--- src/rtl/i2c_pkg.sv ---
// Shared definitions for the I2C slave byte receiver: FSM state encoding
// and the ACK/NACK levels used on the SDA open-drain enable.
package i2c_pkg;

    localparam int STATE_W = 3;

    typedef enum logic [STATE_W-1:0] {
        IDLE      = 3'd0,
        BITS      = 3'd1,
        ACK_WAIT  = 3'd2,
        ACK_DRIVE = 3'd3,
        SKIP      = 3'd4
    } state_t;

    localparam logic I2C_ACK  = 1'b1;
    localparam logic I2C_NACK = 1'b0;

endpackage

--- src/rtl/i2c_line_filter.sv ---
// Conditioning for one I2C bus line: a synchronizer chain, a glitch filter
// that only moves after FILTER_LEN consecutive samples disagree with it,
// and single-cycle rise/fall pulses from the filtered level.
// Everything presets to 1 so an idle bus produces no edges out of reset.
module i2c_line_filter #(
    parameter int SYNC_STAGES = 2,
    parameter int FILTER_LEN  = 3
) (
    input  logic clk,
    input  logic rst,
    input  logic line_in,
    output logic filt,
    output logic rise,
    output logic fall
);

    localparam int CNT_W = (FILTER_LEN < 2) ? 1 : $clog2(FILTER_LEN);
    localparam logic [CNT_W-1:0] CNT_LAST = CNT_W'(FILTER_LEN - 1);

    logic [SYNC_STAGES-1:0] sync_q;
    logic                   sync_out;
    logic [CNT_W-1:0]       cnt;
    logic                   filt_d;

    assign sync_out = sync_q[SYNC_STAGES-1];

    // Move the asynchronous pad level into the clock domain.
    always_ff @(posedge clk) begin
        if (rst) begin
            sync_q <= '1;
        end else begin
            sync_q <= {sync_q[SYNC_STAGES-2:0], line_in};
        end
    end

    // Count consecutive disagreeing samples; adopt the new level on the last one.
    always_ff @(posedge clk) begin
        if (rst) begin
            filt   <= 1'b1;
            filt_d <= 1'b1;
            cnt    <= '0;
        end else begin
            filt_d <= filt;
            if (sync_out == filt) begin
                cnt <= '0;
            end else if (cnt == CNT_LAST) begin
                filt <= sync_out;
                cnt  <= '0;
            end else begin
                cnt <= cnt + 1'b1;
            end
        end
    end

    assign rise = filt & ~filt_d;
    assign fall = ~filt & filt_d;

endmodule

--- src/rtl/i2c_slave_byte_rx.sv ---
// I2C slave receive path: detects START/STOP, shifts in bytes MSB first,
// hands each byte to a consumer and drives its ACK/NACK on the 9th clock.
// Optional clock stretching while waiting for the decision is enabled by
// defining I2C_RX_STRETCH_EN; without it SclOe stays 0 and a missing
// decision becomes NACK.
// ACK handshake: after RxValid the consumer may assert AckValid for one or
// more cycles with Ack alongside; the first cycle with AckValid=1 is the one
// taken, later ones in the same byte are ignored. There is no back-pressure.
module i2c_slave_byte_rx
    import i2c_pkg::*;
#(
    parameter int SYNC_STAGES = 2,
    parameter int FILTER_LEN  = 3
) (
    input  logic       Clk,
    input  logic       Rst,
    input  logic       SclIn,
    input  logic       SdaIn,
    output logic       SdaOe,
    output logic       SclOe,
    output logic [7:0] RxByte,
    output logic       RxValid,
    output logic       RxFirst,
    input  logic       AckValid,
    input  logic       Ack,
    output logic       StartDet,
    output logic       StopDet,
    output logic       Busy,
    output state_t     DbgState
);

    logic scl_f, scl_rise, scl_fall;
    logic sda_f, sda_rise, sda_fall;

    i2c_line_filter #(.SYNC_STAGES(SYNC_STAGES), .FILTER_LEN(FILTER_LEN)) u_scl (
        .clk(Clk), .rst(Rst), .line_in(SclIn),
        .filt(scl_f), .rise(scl_rise), .fall(scl_fall)
    );

    i2c_line_filter #(.SYNC_STAGES(SYNC_STAGES), .FILTER_LEN(FILTER_LEN)) u_sda (
        .clk(Clk), .rst(Rst), .line_in(SdaIn),
        .filt(sda_f), .rise(sda_rise), .fall(sda_fall)
    );

    // An SCL edge in the same cycle masks any SDA edge as START/STOP.
    logic scl_edge, start_ev, stop_ev;
    assign scl_edge = scl_rise | scl_fall;
    assign start_ev = sda_fall & scl_f & ~scl_edge;
    assign stop_ev  = sda_rise & scl_f & ~scl_edge;

    state_t     state;
    logic [2:0] bit_cnt;
    logic [6:0] shift;
    logic       first_byte;
    logic       dec_have;
    logic       dec_ack;
    logic       dec_avail;
    logic       dec_now;

    // A decision is available if latched earlier or offered this very cycle.
    assign dec_avail = dec_have | AckValid;
    assign dec_now   = dec_have ? dec_ack : Ack;

`ifdef I2C_RX_STRETCH_EN
    logic scl_oe_q;
    assign SclOe = scl_oe_q;
`else
    assign SclOe = 1'b0;
`endif

    assign DbgState = state;

    // Protocol FSM; START/STOP override whatever the current state is doing.
    always_ff @(posedge Clk) begin
        if (Rst) begin
            state      <= IDLE;
            bit_cnt    <= 3'd0;
            shift      <= 7'd0;
            first_byte <= 1'b0;
            dec_have   <= 1'b0;
            dec_ack    <= I2C_NACK;
            SdaOe      <= 1'b0;
            RxByte     <= 8'h00;
            RxValid    <= 1'b0;
            RxFirst    <= 1'b0;
            StartDet   <= 1'b0;
            StopDet    <= 1'b0;
            Busy       <= 1'b0;
`ifdef I2C_RX_STRETCH_EN
            scl_oe_q   <= 1'b0;
`endif
        end else begin
            RxValid  <= 1'b0;
            StartDet <= 1'b0;
            StopDet  <= 1'b0;
            if (stop_ev) begin
                state   <= IDLE;
                SdaOe   <= 1'b0;
                StopDet <= 1'b1;
                Busy    <= 1'b0;
`ifdef I2C_RX_STRETCH_EN
                scl_oe_q <= 1'b0;
`endif
            end else if (start_ev) begin
                state      <= BITS;
                bit_cnt    <= 3'd0;
                first_byte <= 1'b1;
                SdaOe      <= 1'b0;
                StartDet   <= 1'b1;
                Busy       <= 1'b1;
`ifdef I2C_RX_STRETCH_EN
                scl_oe_q   <= 1'b0;
`endif
            end else begin
                case (state)
                    IDLE: ;
                    BITS: begin
                        if (scl_rise) begin
                            shift   <= {shift[5:0], sda_f};
                            bit_cnt <= bit_cnt + 3'd1;
                            if (bit_cnt == 3'd7) begin
                                RxByte   <= {shift, sda_f};
                                RxValid  <= 1'b1;
                                RxFirst  <= first_byte;
                                dec_have <= 1'b0;
                                dec_ack  <= I2C_NACK;
                                state    <= ACK_WAIT;
                            end
                        end
                    end
                    ACK_WAIT: begin
`ifdef I2C_RX_STRETCH_EN
                        if (scl_oe_q) begin
                            // Holding SCL low: the first decision goes straight onto SDA.
                            if (AckValid) begin
                                SdaOe <= Ack;
                                state <= ACK_DRIVE;
                            end
                        end else if (scl_fall && !dec_avail) begin
                            scl_oe_q <= 1'b1;
                        end else
`endif
                        if (scl_fall) begin
                            SdaOe <= dec_avail ? dec_now : I2C_NACK;
                            state <= ACK_DRIVE;
                        end else if (AckValid && !dec_have) begin
                            dec_have <= 1'b1;
                            dec_ack  <= Ack;
                        end
                    end
                    ACK_DRIVE: begin
`ifdef I2C_RX_STRETCH_EN
                        scl_oe_q <= 1'b0;
`endif
                        // SdaOe still carries the decision for this byte.
                        if (scl_fall) begin
                            SdaOe   <= 1'b0;
                            bit_cnt <= 3'd0;
                            if (SdaOe == I2C_ACK) begin
                                first_byte <= 1'b0;
                                state      <= BITS;
                            end else begin
                                state <= SKIP;
                            end
                        end
                    end
                    SKIP: ;
                    default: state <= IDLE;
                endcase
            end
        end
    end

endmodule

--- config.mk ---
export PLATFORM = sky130hd
export DESIGN_NAME = i2c_slave_byte_rx
export DESIGN_NICKNAME = d
export VERILOG_FILES = /design/src/rtl/i2c_pkg.sv /design/src/rtl/i2c_line_filter.sv /design/src/rtl/i2c_slave_byte_rx.sv
export SDC_FILE = /design/constraint.sdc
export NUM_CORES = 1
export LEC_CHECK = 0
export CELL_PAD_IN_SITES_DETAIL_PLACEMENT = 1
export CELL_PAD_IN_SITES_GLOBAL_PLACEMENT = 2
export CORE_MARGIN = 2
export CORE_UTILIZATION = 35
export CTS_BUF_LIST = sky130_fd_sc_hd__clkbuf_4
export DETAILED_ROUTE_END_ITERATION = 10
export PLACE_DENSITY_LB_ADDON = 0.1
export RECOVER_POWER = 50
export SLEW_MARGIN = 25
export SYNTH_ARGS = -nofsm -noshare
export SYNTH_HDL_FRONTEND = slang
export SYNTH_SLANG_ARGS = --single-unit
--- constraint.sdc ---
create_clock -name Clk -period 5.6 [get_ports Clk]
set_input_delay 1.12 -clock Clk [delete_from_list [all_inputs] [get_ports Clk]]
set_output_delay 1.12 -clock Clk [all_outputs]
set_load 0.05 [all_outputs]
==> metrics.csv, run 1 <==
metric;value;unit
status;finished clean;
Die X;74.6;um
height of the die;74.6;um
minimum clock period;2.98;ns
Crit Path Category;reg -> out;
Setup TNS;0;ns
DR pass1 iterations;4;
first-pass GRT wire length;5950;um
mux cell area share after synthesis;0.116;
DRC viols;0;
EDFF count, synth;0;
clk slew on worst S/H paths;0.13;ns
worst hold margin;0.423;ns
WHS Endpoint;u_scl.cnt[0];
Hold WC Path Type;reg -> reg;
HPWL Detailed;2550;um
Worst Min Path Start;u_scl.cnt[0];
Slew @ Worst Pin;1.46;ns
combinational family with the most area after synthesis;simple AND/OR/NAND/NOR gates;
H-tree Lvls;2;
Setup crit start kind;flop;
leakage;0.000710;uW
total grt overflow;0;
Via density;4.77;
CTS max path bufs;2;
syn_nets;184;
Final Hold Fails;0;
clock latency on the worst-skew pair;0.34;ns
Die Area;5560;um^2
Primary FF master, synth;dfxtp_1;
synth top area cells;dfxtp_1, mux2i_1, nor2_1;
Setup crit end kind;output pin;
CP top delay family;buffers and inverters;
CTS tree;built;
post-synthesis cell area;1740;um^2
CP Buf/Inv Count;1;
Post-CTS Hold Fix Bufs;0;
worst r2r path cells;5;
Post CTS Setup Buffer Count;0;
IO Pins;24;
area grow syn2layout;16.7;%
largest net degree at the start of global routing;32;
RSZ-0062 raised after global routing;false;
Rel. slew slack;0.0224;
maxcap violations;0;
Mean Syn Cell Area;10.1;um^2
Syn Inst Count;172;
Worst Path Required;4.48;ns
Starting Density;0.367;
synthesized flop and latch total;42;
Clock Skew;0.0107;ns
Final Cycle Share;0.532;
share of layout cells above drive strength 1;0.0829;
Starting DRT DRC Count;48;
FF-to-FF setup slack;2.72;ns
Synth Area in Compound Gates;0.0883;
GR Util All Layers;0.142;
hold path depth;1;
Crit path largest cell delay;0.89;ns
Ys Warns;0;
Yosys cell types;37;
CP max FO;13;
worst path cell trace;clkdlybuf4s50_1;
CTS Buf Count;5;
ANT nets after route;0;
initial antenna violation count;0;
area leader, netlist;dfxtp_1;
RR Startpoint;u_scl.filt;
WL per Instance;13.6;um
vias in the first global route;1291;
post-synth top area share;0.482;
Slew Limit Fails;0;
Worst IR Drop VDD;0.131;mV
post-synthesis xor/xnor area fraction;0.0258;
detailed-route via count;1241;
Synth Area in Adders;0.0431;
# setup viols final;0;
fmax;336;MHz
synthesized-area fraction occupied by and/or/nand/nor cells;0.179;
antenna diode count;0;
final net count;204;
Worst EP arrival;1.86;ns
Root Buffer;clkbuf_4;
Async SR Flop Fraction;0;
FF-to-FF End;shift[5];
CORE AREA;4750;um^2
clock sinks;42;
sequential share of the synthesized area;0.482;
PostCTS Resize Cnt;0;
DRT Wirelength;3530;um
cell area power density;247;nW/um^2
FP Rows;25;
slowest CP cell;clkdlybuf4s50_1;
FILL cells;555;
IO buf count;22;
routability cong.;0.680;
[power by group]
group          leakage (uW)  internal [uW]  total [uW]  switching (uW)
clock network     0.0000450           92.5         188            95.1
registers          0.000339            301         301           0.864
logic              0.000326           4.90        13.1            8.22
[state kept, by name (all words and copies together), names as in the netlist, 2 cells and up]
signal        cells
u_sda.cnt         2
DbgState          3
u_sda.sync_q      2
u_scl.sync_q      2
shift             7
RxByte            8
u_scl.cnt         2
bit_cnt           3
[area by class of cell]
class	count	area, um^2	area share
Clock inverter	3	40.0	0.0197
Multi-Input combinational cell	114	792	0.389
Timing Repair Buffer	22	214	0.105
Sequential cell	42	841	0.413
Clock buffer	5	37.5	0.0185
Inverter	7	26.3	0.0129
Tap cell	67	83.8	0.0412
[synth_stat cells, types with 3 or more instances]
cell type / n
a21oi_1: 6
buf_4: 3
buf_6: 4
dfxtp_1: 42
ha_1: 6
inv_1: 7
mux2i_1: 19
nand2_1: 16
nand3b_1: 3
nand4b_1: 3
nor2_1: 23
o21ai_0: 5
or2_2: 5
[layout by cell type (no fill, tap or decap), types with 2 or more instances in the layout]
cell type        netlist  layout
clkinv_2               0       2
dfxtp_1               42      42
clkdlybuf4s50_1        0      21
nand3b_1               3       3
nand2_1               16      16
mux2i_1               19      19
ha_1                   6       6
a31oi_1                2       2
nand3_1                2       2
nand4b_1               3       3
xnor2_1                2       2
o21ai_0                5       5
nor2_1                23      23
or2_2                  5       5
nor3_1                 2       2
inv_1                  7       7
a22o_1                 2       2
or3_1                  2       2
clkbuf_4               0       5
a21oi_1                6       6
[layer usage]
| layer | global-route usage | vias to the layer above | share of wire |
|---|---|---|---|
| li1 | - | 621 | - |
| met1 | 0.164 | 591 | 0.45 |
| met2 | 0.242 | 22 | 0.48 |
| met3 | 0.0474 | 7 | 0.045 |
| met4 | 0.0575 | 0 | 0.020 |
| met5 | 0 | - | 0 |
[metrics by stage]
stage                     cells  setup WS (ns)  total power (uW)  utilization  instance area (um^2)
after CTS                   260           2.39               512        0.433                  2060
after floorplan             172           3.63               318            -                  1740
final                       260           2.62               502        0.428                  2030
after detailed placement    252           2.02               322        0.417                  1980
after global routing        260           2.49               527        0.428                  2030
after global placement      252           2.16               322        0.414                  1970
[cells by family (layout without fill, tap and decap cells)]
family          Yosys count  in the layout
flops                    42             42
other cells               1              1
mux                      20             20
compound gates           21             21
simple gates             63             63
fa+ha+maj                 6              6
xor+xnor                  3              3
buf+inv                  16             37
[worst max-delay path by stage]
stage,start,to,slack [ns],cells past startpoint
floorplan,Rst,bit_cnt[0],3.63,4
global placement,Rst,bit_cnt[0],2.16,5
detailed placement,Rst,bit_cnt[0],2.02,5
CTS,Rst,bit_cnt[0],2.39,5
global route,u_scl.filt,shift[5],2.49,5
finish,DbgState[1],DbgState[1],2.62,1
Power figures use the tool's default switching activity.
==> inputs of run 2 (changes only) <==
--- a/config.mk
+++ b/config.mk
@@ -8,7 +8,7 @@
 export CELL_PAD_IN_SITES_DETAIL_PLACEMENT = 1
 export CELL_PAD_IN_SITES_GLOBAL_PLACEMENT = 2
 export CORE_MARGIN = 2
-export CORE_UTILIZATION = 35
+export CORE_UTILIZATION = 32
 export CTS_BUF_LIST = sky130_fd_sc_hd__clkbuf_4
 export DETAILED_ROUTE_END_ITERATION = 10
 export PLACE_DENSITY_LB_ADDON = 0.1
==> constraint.sdc (replaced) <==
create_clock -name Clk -period 2.6 [get_ports Clk]
set_input_delay 0.52 -clock Clk [delete_from_list [all_inputs] [get_ports Clk]]
set_output_delay 0.52 -clock Clk [all_outputs]
set_load 0.05 [all_outputs]
==> run 2 against run 1 <==
Register-to-register slack got worse by 2.4 ns. Design area rose by 0.18%. Count of clock-buffer cells in the layout is the same. First-iteration DRC count fell by 29%. Hold slack improved by 0.0019 ns. Utilization is 3.4 points lower. Critical path depth unchanged. Wire length rose by 2.4%. Die area grew 8.9%.
==> metrics.csv, run 2 (synthesized netlist as in run 1, its figures left out) <==
metric;value;unit;change
final net count;206;;was 204
Setup crit end kind;output pin;;unchanged
share of layout cells above drive strength 1;0.0872;;was 0.0829
DR pass1 iterations;6;;was 4
routability cong.;0.673;;was 0.680
Root Buffer;clkbuf_4;;unchanged
slowest CP cell;clkdlybuf4s50_1;;unchanged
CP Buf/Inv Count;1;;unchanged
Largest Register;RxByte;;unchanged
DRC viols;0;;unchanged
Post-CTS Hold Fix Bufs;0;;unchanged
Worst IR Drop VDD;0.282;mV;was 0.131 mV
fmax;420;MHz;
leading cell type in the layout, fill and taps excluded;dfxtp_1;;unchanged
FF-to-FF setup slack;0.28;ns;was 2.72 ns
Worst Path Required;2.08;ns;was 4.48 ns
antenna diode count;0;;unchanged
WL per Instance;13.6;um;about the same
top flop regs;RxByte (8), shift (7);;unchanged
cell area power density;487;nW/um^2;was 247 nW/um^2
Starting Density;0.337;;was 0.367
leakage;0.000730;uW;was 0.000710 uW
Crit Path Category;reg -> out;;unchanged
CTS Buf Count;5;;unchanged
hold path depth;1;;unchanged
Slew Limit Fails;0;;unchanged
WHS Endpoint;u_scl.cnt[0];;unchanged
clock sinks;42;;unchanged
total grt overflow;0;;unchanged
Die X;77.8;um;was 74.6 um
clock latency on the worst-skew pair;0.34;ns;about the same
CP top delay family;buffers and inverters;;unchanged
dpl cells;257;;was 252
DRT Wirelength;3620;um;was 3530 um
worst path cell trace;clkdlybuf4s50_1;;unchanged
FP Rows;26;;was 25
Rel. slew slack;0.167;;was 0.0224
detailed-route via count;1261;;was 1241
FF-to-FF End;bit_cnt[0];;was shift[5]
Hold WC Path Type;reg -> reg;;unchanged
worst r2r path cells;6;;was 5
CTS tree;built;;unchanged
CTS max path bufs;2;;unchanged
Final Hold Fails;0;;unchanged
# setup viols final;0;;unchanged
fin cells;265;;was 260
height of the die;77.8;um;was 74.6 um
initial antenna violation count;0;;unchanged
CORE AREA;5170;um^2;was 4750 um^2
final setup margin;0.221;ns;was 2.62 ns
IO Pins;24;;unchanged
largest net degree at the start of global routing;31;;was 32
PostCTS Resize Cnt;0;;unchanged
Starting DRT DRC Count;34;;was 48
vias in the first global route;1339;;was 1291
CP max FO;11;;was 13
clk slew on worst S/H paths;0.13;ns;about the same
Post CTS Setup Buffer Count;0;;unchanged
max reg flops;8;;unchanged
H-tree Lvls;2;;unchanged
Final Cycle Share;0.915;;
ANT nets after route;0;;unchanged
Clock Skew;0.0108;ns;was 0.0107 ns
Crit path largest cell delay;0.89;ns;about the same
first-pass GRT wire length;6270;um;was 5950 um
most frequent cells in the layout;dfxtp_1, nor2_1, mux2i_1;;was dfxtp_1, nor2_1, clkdlybuf4s50_1
status;finished clean;;unchanged
Worst EP arrival;1.86;ns;about the same
post-layout util;0.394;;was 0.428
Slew @ Worst Pin;1.25;ns;was 1.46 ns
Die Area;6050;um^2;was 5560 um^2
Setup crit start kind;flop;;unchanged
GR Util All Layers;0.134;;was 0.142
HPWL Detailed;2660;um;was 2550 um
Setup TNS;0;ns;unchanged
Total Power;993;uW;was 502 uW
IO buf count;22;;unchanged
Worst Min Path Start;u_scl.cnt[0];;unchanged
maxcap violations;0;;unchanged
RSZ-0062 raised after global routing;false;;unchanged
Via density;4.76;;was 4.77
RR Startpoint;u_scl.filt;;unchanged
pre-CTS setup slack;0.314;ns;was 2.02 ns
minimum clock period;2.38;ns;
area grow syn2layout;16.9;%;was 16.7%
Worst path depth;1;;unchanged
[run 2: changes by cell type in the layout (fill, tap and decap cells not counted)]
| cell | change |
|---|---|
| dlygate4sd3_1 | +8 |
| a311oi_1 | -1 |
| clkinv_1 | +1 |
| clkinvlp_4 | +1 |
| clkdlybuf4s50_1 | -7 |
| buf_4 | +1 |
| bufinv_16 | -1 |
| a311oi_2 | +1 |
| clkinv_2 | -1 |
[run 2: final cells by class]
class | instances | area (um^2)
Tap cell | 70 | 87.6
Inverter | 7 | 26.3
Multi-Input combinational cell | 114 | 798
Fill cell | 597 | 3130
Clock inverter | 3 | 16.3
Sequential cell | 42 | 841
Clock buffer | 5 | 37.5
Timing Repair Buffer | 24 | 231
[run 2: worst max path at each step]
stage                      from          end  slack, ns
detailed placement   u_scl.filt   bit_cnt[0]       0.31
floorplan           DbgState[0]     shift[2]       0.75
global route         u_scl.filt   bit_cnt[0]       0.01
global placement     u_scl.filt   bit_cnt[0]       0.51
finish              DbgState[2]  DbgState[2]       0.22
CTS                 DbgState[2]  DbgState[2]       0.20
[run 2: per-stage QoR]
stage          instance area [um^2]  hold slack (ns)
6_report                       2040            0.425
5_1_grt                        2040            0.455
4_1_cts                        2040            0.434
3_5_place_dp                   1990            0.411
3_3_place_gp                   1990            0.397
2_1_floorplan                  1740            0.389
[run 2: per-layer routing]
layer	up-vias	track usage	routed length, um
li1	625	-	-
met1	614	0.147	1530
met2	18	0.234	1900
met3	4	0.0407	120
met4	0	0.0643	59
met5	-	0	0
[run 2: power by group]
group	switching (uW)	internal [uW]	leakage (uW)
clock	213	101	0.0000286
sequential	1.97	647	0.000339
combinational	18.7	11.5	0.000362
total	233	760	0.000730
==> inputs of run 3 (changes only) <==
--- a/config.mk
+++ b/config.mk
@@ -11,6 +11,7 @@
 export CORE_UTILIZATION = 32
 export CTS_BUF_LIST = sky130_fd_sc_hd__clkbuf_4
 export DETAILED_ROUTE_END_ITERATION = 10
+export GPL_TIMING_DRIVEN = 0
 export PLACE_DENSITY_LB_ADDON = 0.1
 export RECOVER_POWER = 50
 export SLEW_MARGIN = 25
==> run 3 against run 2 <==
Die area is the same. Design area grew 1.7%. Sequential share of layout area shrank 0.67 points. First-iteration DRC count grew 35%. Utilization grew 0.65 points. Hold slack lost 0.0055 ns. Register-to-register slack gained 0.08 ns. Setup slack gained 0.13 ns. Clock power shrank 8.3%. Critical path type unchanged.
==> metrics.csv, run 3 (synthesized netlist as in run 1, its figures left out) <==
metric;value;unit;change
detailed-route via count;1274;;was 1261
status;finished clean;;unchanged
most frequent cells in the layout;dfxtp_1, nor2_1, mux2i_1;;unchanged
IO buf count;22;;unchanged
FILL cells;587;;was 597
CP max FO;8;;was 11
minimum clock period;2.25;ns;was 2.38 ns
share of layout cells above drive strength 1;0.0900;;was 0.0872
Post-CTS Hold Fix Bufs;0;;unchanged
DR pass1 iterations;4;;was 6
leading cell type in the layout, fill and taps excluded;dfxtp_1;;unchanged
Die Area;6050;um^2;unchanged
CP top delay family;buffers and inverters;;unchanged
Die X;77.8;um;unchanged
Post CTS Setup Buffer Count;0;;unchanged
Worst Min Path Start;u_scl.cnt[0];;unchanged
WL per Instance;13.6;um;about the same
Largest Register;RxByte;;unchanged
CTS Buf Count;5;;unchanged
slowest CP cell;clkdlybuf4s50_1;;unchanged
Final Hold Fails;0;;unchanged
vias in the first global route;1334;;was 1339
largest net degree at the start of global routing;12;;was 31
total grt overflow;0;;unchanged
fmax;444;MHz;was 420 MHz
top flop regs;RxByte (8), shift (7);;unchanged
pre-CTS setup slack;0.369;ns;was 0.314 ns
H-tree Lvls;2;;unchanged
initial antenna violation count;0;;unchanged
clock latency on the worst-skew pair;0.34;ns;about the same
routability cong.;0.698;;was 0.673
CORE AREA;5170;um^2;unchanged
Starting DRT DRC Count;46;;was 34
# setup viols final;0;;unchanged
Worst Path Required;2.08;ns;about the same
CP Buf/Inv Count;1;;unchanged
RR Startpoint;u_scl.filt;;unchanged
GR Util All Layers;0.133;;was 0.134
IO Pins;24;;unchanged
Crit path largest cell delay;0.87;ns;was 0.89 ns
Starting Density;0.337;;unchanged
Slew @ Worst Pin;0.602;ns;was 1.25 ns
Hold WC Path Type;reg -> reg;;unchanged
Root Buffer;clkbuf_4;;unchanged
Crit. Startpoint;DbgState[0];;was DbgState[2]
area grow syn2layout;18.9;%;was 16.9%
maxcap violations;0;;unchanged
first-pass GRT wire length;6440;um;was 6270 um
Setup TNS;0;ns;unchanged
height of the die;77.8;um;unchanged
DRC viols;0;;unchanged
PostCTS Resize Cnt;0;;unchanged
Final Cycle Share;0.865;;was 0.915
worst path cell trace;clkdlybuf4s50_1;;unchanged
CTS max path bufs;2;;unchanged
antenna diode count;0;;unchanged
clk slew on worst S/H paths;0.12;ns;was 0.13 ns
Setup crit start kind;flop;;unchanged
cell area power density;468;nW/um^2;was 487 nW/um^2
HPWL Detailed;2740;um;was 2660 um
Slew Limit Fails;0;;unchanged
DRT Wirelength;3670;um;was 3620 um
clock sinks;42;;unchanged
final net count;213;;was 206
FP Rows;26;;unchanged
RSZ-0062 raised after global routing;false;;unchanged
CTS tree;built;;unchanged
Clock Skew;0.00934;ns;was 0.0108 ns
max reg flops;8;;unchanged
Setup crit end kind;output pin;;unchanged
Worst IR Drop VDD;0.269;mV;was 0.282 mV
Via density;4.72;;was 4.76
Rel. slew slack;0.598;;was 0.167
leakage;0.000744;uW;was 0.000730 uW
final setup margin;0.350;ns;was 0.221 ns
Worst EP arrival;1.73;ns;was 1.86 ns
ANT nets after route;0;;unchanged
Crit Path Category;reg -> out;;unchanged
==> run 3: cell types whose count changed in the layout (fill, tap and decap cells not counted) <==
cell             previous run  this run
buf_6                       0         3
clkbuf_1                    1         4
clkdlybuf4s50_1            14        16
dlygate4sd3_1               8         6
a311oi_1                    0         1
a311oi_2                    1         0
buf_4                       1         2
clkinv_2                    1         0
clkinvlp_4                  1         0
==> run 3: metal layers <==
layer,GRT usage,share of wire
met1,0.163,0.47
met2,0.227,0.49
met3,0.0360,0.027
met4,0.0429,0.014
met5,0,0
==> run 3: path summary, 6_finish.rpt <==
kind / to / slack, ns / cells after the start
worst min register to register: u_scl.cnt[0] / 0.42 / 1
worst min-delay path: u_scl.cnt[0] / 0.42 / 1
worst max register to register: bit_cnt[0] / 0.36 / 7
worst max-delay path: DbgState[0] / 0.35 / 1
==> run 3: layout make-up <==
cell class / instances / area (um^2) / share of cell area
buffer: 9 / 63.8 / 0.0308
tap: 70 / 87.6 / 0.0423
sequential: 42 / 841 / 0.406
clock inverter: 1 / 3.75 / 0.00181
clock buffer: 5 / 37.5 / 0.0181
multi-input combinational: 114 / 792 / 0.382
inverter: 7 / 26.3 / 0.0127
timing repair buffer: 22 / 220 / 0.106
==> run 3: stage by stage <==
step	util	cell area (um^2)	hold WS [ns]	power, uW	std cells
after global placement	0.396	2050	0.392	700	264
after detailed placement	0.396	2050	0.401	701	264
after CTS	0.404	2090	0.429	993	270
after global routing	0.401	2070	0.443	1020	270
final	0.401	2070	0.420	970	270
after floorplan	-	1740	0.389	685	172
==> run 3: report_power, final <==
group | switching (uW) | internal, uW
clock network | 195 | 92.7
logic | 20.1 | 13.4
registers | 1.61 | 647
total | 216 | 753
